==> src/rtl/mem_arbiter.sv <==
// Three-requester arbiter for a single-port synchronous memory.
// Rotating priority, per-requester lock with a bounded hold time, registered read-valid.
module mem_arbiter #(
   parameter int AW       = 5,
   parameter int DW       = 8,
   parameter int MAX_LOCK = 8
) (
   input  logic              clk,
   input  logic              rst,
   input  logic [2:0]        req,
   input  logic [2:0]        lock,
   input  logic [2:0]        req_we,
   input  logic [3*AW-1:0]   req_addr,
   input  logic [3*DW-1:0]   req_wdata,
   output logic [2:0]        gnt,
   output logic [2:0]        rvalid,
   output logic [DW-1:0]     rdata,
   output logic              mem_en,
   output logic              mem_we,
   output logic [AW-1:0]     mem_addr,
   output logic [DW-1:0]     mem_din,
   input  logic [DW-1:0]     mem_dout,
   output logic [1:0]        owner
);

   typedef enum logic {ARB, LOCKED} state_t;

   localparam logic [1:0] NONE = 2'd3;

   state_t      state;
   logic [1:0]  last;
   logic [7:0]  lcnt;
   logic [1:0]  ign_id;
   logic [1:0]  arb_win;
   logic [1:0]  win;
   logic        hold;
   logic        relock;
   logic        lcnt_done;
   logic [3:0]  req_x;
   logic [3:0]  lock_x;

   // Rotating scan: last+1, last+2, last; returns NONE when nothing is requested.
   function automatic logic [1:0] pick(input logic [3:0] r, input logic [1:0] l);
      logic [1:0] c0;
      logic [1:0] c1;
      c0 = (l == 2'd2) ? 2'd0 : l + 2'd1;
      c1 = (c0 == 2'd2) ? 2'd0 : c0 + 2'd1;
      pick = NONE;
      if (r[c0])
         pick = c0;
      else if (r[c1])
         pick = c1;
      else if (r[l])
         pick = l;
   endfunction

   always_comb begin
      req_x     = {1'b0, req};
      lock_x    = {1'b0, lock};
      arb_win   = pick(req_x, last);
      hold      = (state == LOCKED) && lock_x[owner];
      win       = hold ? (req_x[owner] ? owner : NONE) : arb_win;
      // The former owner's lock is disregarded for one cycle after a forced release.
      relock    = (win != NONE) && lock_x[win] && (win != ign_id);
      lcnt_done = ({1'b0, lcnt} + 9'd1) >= 9'(MAX_LOCK);
   end

   always_comb begin
      gnt      = '0;
      mem_en   = 1'b0;
      mem_we   = 1'b0;
      mem_addr = '0;
      mem_din  = '0;
      if (!rst) begin
         case (win)
            2'd0: begin
               gnt      = 3'b001;
               mem_en   = 1'b1;
               mem_we   = req_we[0];
               mem_addr = req_addr[AW-1:0];
               mem_din  = req_wdata[DW-1:0];
            end
            2'd1: begin
               gnt      = 3'b010;
               mem_en   = 1'b1;
               mem_we   = req_we[1];
               mem_addr = req_addr[2*AW-1:AW];
               mem_din  = req_wdata[2*DW-1:DW];
            end
            2'd2: begin
               gnt      = 3'b100;
               mem_en   = 1'b1;
               mem_we   = req_we[2];
               mem_addr = req_addr[3*AW-1:2*AW];
               mem_din  = req_wdata[3*DW-1:2*DW];
            end
            default: ;
         endcase
      end
   end

   assign rdata = (|rvalid) ? mem_dout : '0;

   always_ff @(posedge clk) begin
      if (rst) begin
         state  <= ARB;
         last   <= 2'd2;
         owner  <= NONE;
         lcnt   <= '0;
         ign_id <= NONE;
         rvalid <= '0;
      end else begin
         rvalid <= gnt & ~req_we;
         if (win != NONE)
            last <= win;
         ign_id <= NONE;
         if (hold) begin
            if (lcnt_done) begin
               state  <= ARB;
               owner  <= NONE;
               lcnt   <= '0;
               ign_id <= owner;
            end else begin
               lcnt <= lcnt + 8'd1;
            end
         end else if (relock) begin
            state <= LOCKED;
            owner <= win;
            lcnt  <= 8'd1;
         end else begin
            state <= ARB;
            owner <= NONE;
            lcnt  <= '0;
         end
      end
   end

endmodule

==> config.mk <==
export PLATFORM = sky130hd
export DESIGN_NAME = mem_arbiter
export DESIGN_NICKNAME = d
export VERILOG_FILES = /design/src/rtl/mem_arbiter.sv
export SDC_FILE = /design/constraint.sdc
export NUM_CORES = 1
export LEC_CHECK = 0
export BUFFER_PORTS_ARGS = -buffer_cell sky130_fd_sc_hd__buf_2
export CAP_MARGIN = 10
export CORE_MARGIN = 5
export CORE_UTILIZATION = 41
export CTS_CLUSTER_DIAMETER = 50
export DETAILED_ROUTE_END_ITERATION = 16
export PLACE_DENSITY = 0.79
export SYNTH_ARGS = -nofsm -noshare
export SYNTH_HDL_FRONTEND = slang
export SYNTH_SLANG_ARGS = --single-unit
==> constraint.sdc <==
create_clock -name clk -period 4.45 [get_ports clk]
set_input_delay 0.445 -clock clk [delete_from_list [all_inputs] [get_ports clk]]
set_output_delay 0.445 -clock clk [all_outputs]
set_load 0.05 [all_outputs]
==> reports/summary.log <==
qor: floorplan.chipHeight 64.2 µm
qor: timing.max_slew.worst_pin.slew 0.707 ns
qor: power_and_ir_drop.sw_ratio 0.440
qor: flow_run.drv.max_cap_violation_count 0
qor: global_routing.antenna_found_initial 0
qor: synth.synth.lib_cells_used.distinct 42
qor: power_and_ir_drop.leakage_power 0.000915 µW
qor: timing.fin_skew 0.00204 ns
qor: worst_setup_path.timing.setup.critical_path_class reg -> out
qor: timing.max_slew_margin 0.525
qor: timing.min_period_over_period 0.755
qor: drt.vias_per_cell 5.22
qor: power_and_ir_drop.seqPwrFrac 0.337
qor: drt.drcViolationCount 0
qor: synth.synth_top_area_share 0.299
qor: floorplan.rows 19
qor: placed_design.portBuffers 88
qor: drt.vias 1,358
qor: placed_design.hpwlAfterDp 2810 µm
qor: worst_setup_path.cp_data_required_time 4.01 ns
qor: cts.cts-hold-fix-buffers 0
qor: timing.finalCriticalPeriod 3.36 ns
qor: power_and_ir_drop.clock_power_share 0.147
qor: drt.drtPass1Iterations 5
qor: worst_setup_path.critical-path-top-delay-family buffers and inverters
qor: floorplan.dieWidth 64.2 µm
qor: synth.synth_area 0.00120 mm²
qor: global_routing.first_global_vias 1,191
qor: worst_setup_path.critical_path.cell_chain mux2_4, a21o_1, o31ai_4, buf_4, and2_1, a2bb2oi_1, nor2_1, buf_2
qor: cts.h-tree-depth 1
qor: synth.synth_seq_area_share 0.299
qor: drt.starting_drc_count_in_detailed_routing 64
qor: drt.ant_nets 0
qor: synth.syn-instance-count 140
qor: timing.report.final.slew_viol_count 0
qor: power_and_ir_drop.peakVddDrop 0.210 mV
qor: timing.setup-tns-final 0 ns
qor: timing.achievable-frequency 298 MHz
qor: cts.tritoncts yes
qor: cts.cts_root_buf sky130_fd_sc_hd__clkbuf_4
qor: worst_setup_path.timing.critical_path.slowest_stage_cell sky130_fd_sc_hd__dfxtp_1
qor: floorplan.die-area 0.00412 mm²
qor: finish.nNetsFinal 290
qor: floorplan.core_region_area 0.00278 mm²
qor: power_and_ir_drop.pwr_density_cell 318 mW/mm²
qor: floorplan.start_util 0.433
qor: power_and_ir_drop.p_int 301 µW
qor: synth.yosysWarningCount 0
qor: finish.diodes 0
qor: timing.grt_setup_unrepaired false
qor: worst_setup_path.ff2ff_setup_slack 1.91 ns
qor: cts.post_cts_resized 0
qor: cts.clock_pin_slew_on_the_worst_setup_and_hold_paths 0.10 ns
qor: drt.drt-wirelength-per-cell 13.5 µm
qor: timing.report.final.setup_viol 0
qor: synth.ys_seq_elements 18
qor: finish.flow.area_growth_from_synthesis 40.6%
qor: worst_setup_path.timing.critical_path.fanout_max 24
qor: cts.cts_setup_buffers 0
qor: global_routing.gr-usage-all-layers 0.151
qor: floorplan.top_level_ports 89
qor: worst_setup_path.cp.buffers_inverters 2
qor: global_routing.pin_count_of_the_biggest_net_entering_global_routing 28
qor: global_routing.grt_first_pass_wirelength 5220 µm
qor: worst_hold_path.holdCritPathClass in -> reg
qor: power_and_ir_drop.total_power 538 µW
qor: synth.post_synth.cell_area_avg 8.61 µm²
qor: synth.synth.largest_area_cell sky130_fd_sc_hd__dfxtp_1
qor: cts.clkLatencyLatePin 0.29 ns
qor: worst_setup_path.crit_path_max_incr_delay 0.48 ns
qor: cts.ctsLongestPathBuffers 2
qor: status.outcome complete, no violations
qor: power_and_ir_drop.combinationalPowerShare 0.516
qor: finish.final_layout_size_suffix_gt1_frac 0.432
qor: placed_design.dpl_cells 257
qor: global_routing.overflow 0
qor: worst_setup_path.worstPathArrival 2.92 ns
qor: cts.numClockSinks 18
qor: power_and_ir_drop.p_switching 237 µW
qor: placed_design.gpl.final_weighted_congestion 0.846
qor: worst_setup_path.critPathCaptureType primary output
qor: finish.final_core_utilization 0.609
qor: timing.report.final.hold_viol_count 0
qor: finish.finish.cell_count_without_fillers 260
qor: synth.yosys-top-cells-area sky130_fd_sc_hd__dfxtp_1, sky130_fd_sc_hd__mux2i_1, sky130_fd_sc_hd__a2bb2oi_1
qor: drt.final_wirelength 3500 µm
qor: cts.number_of_cts_inserted_buffers 3
qor: worst_setup_path.critPathLaunchType flop
[Yosys cell counts, drive strengths merged]
library cell  count
dfxtp            18
nor2             18
a2bb2oi          14
mux2i            14
nor2b            10
a21oi             5
nand2             5
nor3              5
buf               4
clkbuf            4
inv               3
nand2b            3
nor4              3
a211oi            2
a31oi             2
and3              2
and4b             2
mux2              2
o21ai             2
o31ai             2
o32a              2
or2               2
xnor2             2
a211o             1
a21boi            1
a21o              1
a221oi            1
a41oi             1
and2              1
conb              1
ha                1
nand3             1
o21a              1
o22a              1
o311a             1
o32ai             1
or3               1
[per-layer routing]
| layer | GRT usage | up-vias | share of wire |
|---|---|---|---|
| met4 | 0.0229 | 0 | 0 |
| met5 | 0 | - | 0 |
| li1 | - | 696 | - |
| met2 | 0.274 | 56 | 0.51 |
| met1 | 0.170 | 606 | 0.38 |
| met3 | 0.0560 | 0 | 0.11 |
[area by class of cell]
| class | instances | area (µm²) |
|---|---|---|
| clock buffer | 3 | 22.5 |
| fill | 260 | 1090 |
| inverter | 3 | 11.3 |
| multi-input combinational | 115 | 806 |
| sequential | 18 | 360 |
| tap | 31 | 38.8 |
| timing repair buffer | 90 | 455 |
[worst register-to-register path: stages (launching register included)]
cell and delay (ns):
sky130_fd_sc_hd__dfxtp_1 0.48, sky130_fd_sc_hd__mux2_4 0.34, sky130_fd_sc_hd__a21o_1 0.23, sky130_fd_sc_hd__o31ai_4 0.24
sky130_fd_sc_hd__buf_4 0.35, sky130_fd_sc_hd__a211oi_1 0.13, sky130_fd_sc_hd__a211o_1 0.33, sky130_fd_sc_hd__o32a_1 0.34
[sequential cells by signal (all words and copies together), names as in the netlist]
| name | flops |
|---|---|
| owner | 2 |
| last | 2 |
| state | 1 |
| lcnt | 8 |
| ign_id | 2 |
| rvalid | 3 |
[power by group through the flow]
stage / combinational (µW) / clock, µW / sequential (µW)
4_1_cts: 280 / 84.2 / 182
6_report: 278 / 79.1 / 181
5_1_grt: 298 / 91.7 / 183
2_1_floorplan: 201 / 0 / 196
3_5_place_dp: 280 / 0 / 185
3_3_place_gp: 278 / 0 / 185
[cells by family (layout without fill, tap and decap cells)]
| family | Yosys count | after routing | synth area share |
|---|---|---|---|
| other | 1 | 5 | 0.00311 |
| multiplexers | 16 | 16 | 0.138 |
| buffers and inverters | 11 | 96 | 0.0446 |
| flip-flops | 18 | 18 | 0.299 |
| XOR/XNOR | 2 | 2 | 0.0145 |
| AO/OA/AOI/OAI | 38 | 38 | 0.263 |
| AND/OR/NAND/NOR | 53 | 53 | 0.227 |
| adder cells (fa/ha/maj) | 1 | 1 | 0.0104 |
[metrics by stage]
step / instance area, µm² / setup slack [ns] / hold WS, ns
final: 1690 / 1.09 / 0.321
after detailed placement: 1670 / 1.36 / 0.466
after global placement: 1670 / 1.38 / 0.462
after CTS: 1690 / 1.06 / 0.314
after floorplan: 1220 / 1.17 / 0.424
after global routing: 1690 / 0.893 / 0.298
[final timing paths]
kind                                         endpoint  depth (start not counted)                   from
worst max-delay path                       mem_din[6]                          8  owner[1]$_SDFFE_PP1P_
worst min register to register   last[0]$_SDFFE_PP0P_                          2   last[0]$_SDFFE_PP0P_
worst min-delay path             rvalid[2]$_SDFF_PP0_                          2              req_we[2]
worst max register to register  owner[0]$_SDFFE_PP1P_                          7  owner[1]$_SDFFE_PP1P_
[cells in the final DEF (no fill, tap or decap), types with 3 or more instances in the layout]
master                      instances
sky130_fd_sc_hd__a21oi_1            5
sky130_fd_sc_hd__dfxtp_1           18
sky130_fd_sc_hd__conb_1             5
sky130_fd_sc_hd__inv_1              3
sky130_fd_sc_hd__nor2_1            18
sky130_fd_sc_hd__nand2_1            5
sky130_fd_sc_hd__nor3_1             5
sky130_fd_sc_hd__buf_2             88
sky130_fd_sc_hd__a2bb2oi_1         14
sky130_fd_sc_hd__nor4_1             3
sky130_fd_sc_hd__mux2i_1           14
sky130_fd_sc_hd__nor2b_1           10
sky130_fd_sc_hd__nand2b_1           3
sky130_fd_sc_hd__clkbuf_4           3
No activity file was read; power rests on OpenSTA's default activity.
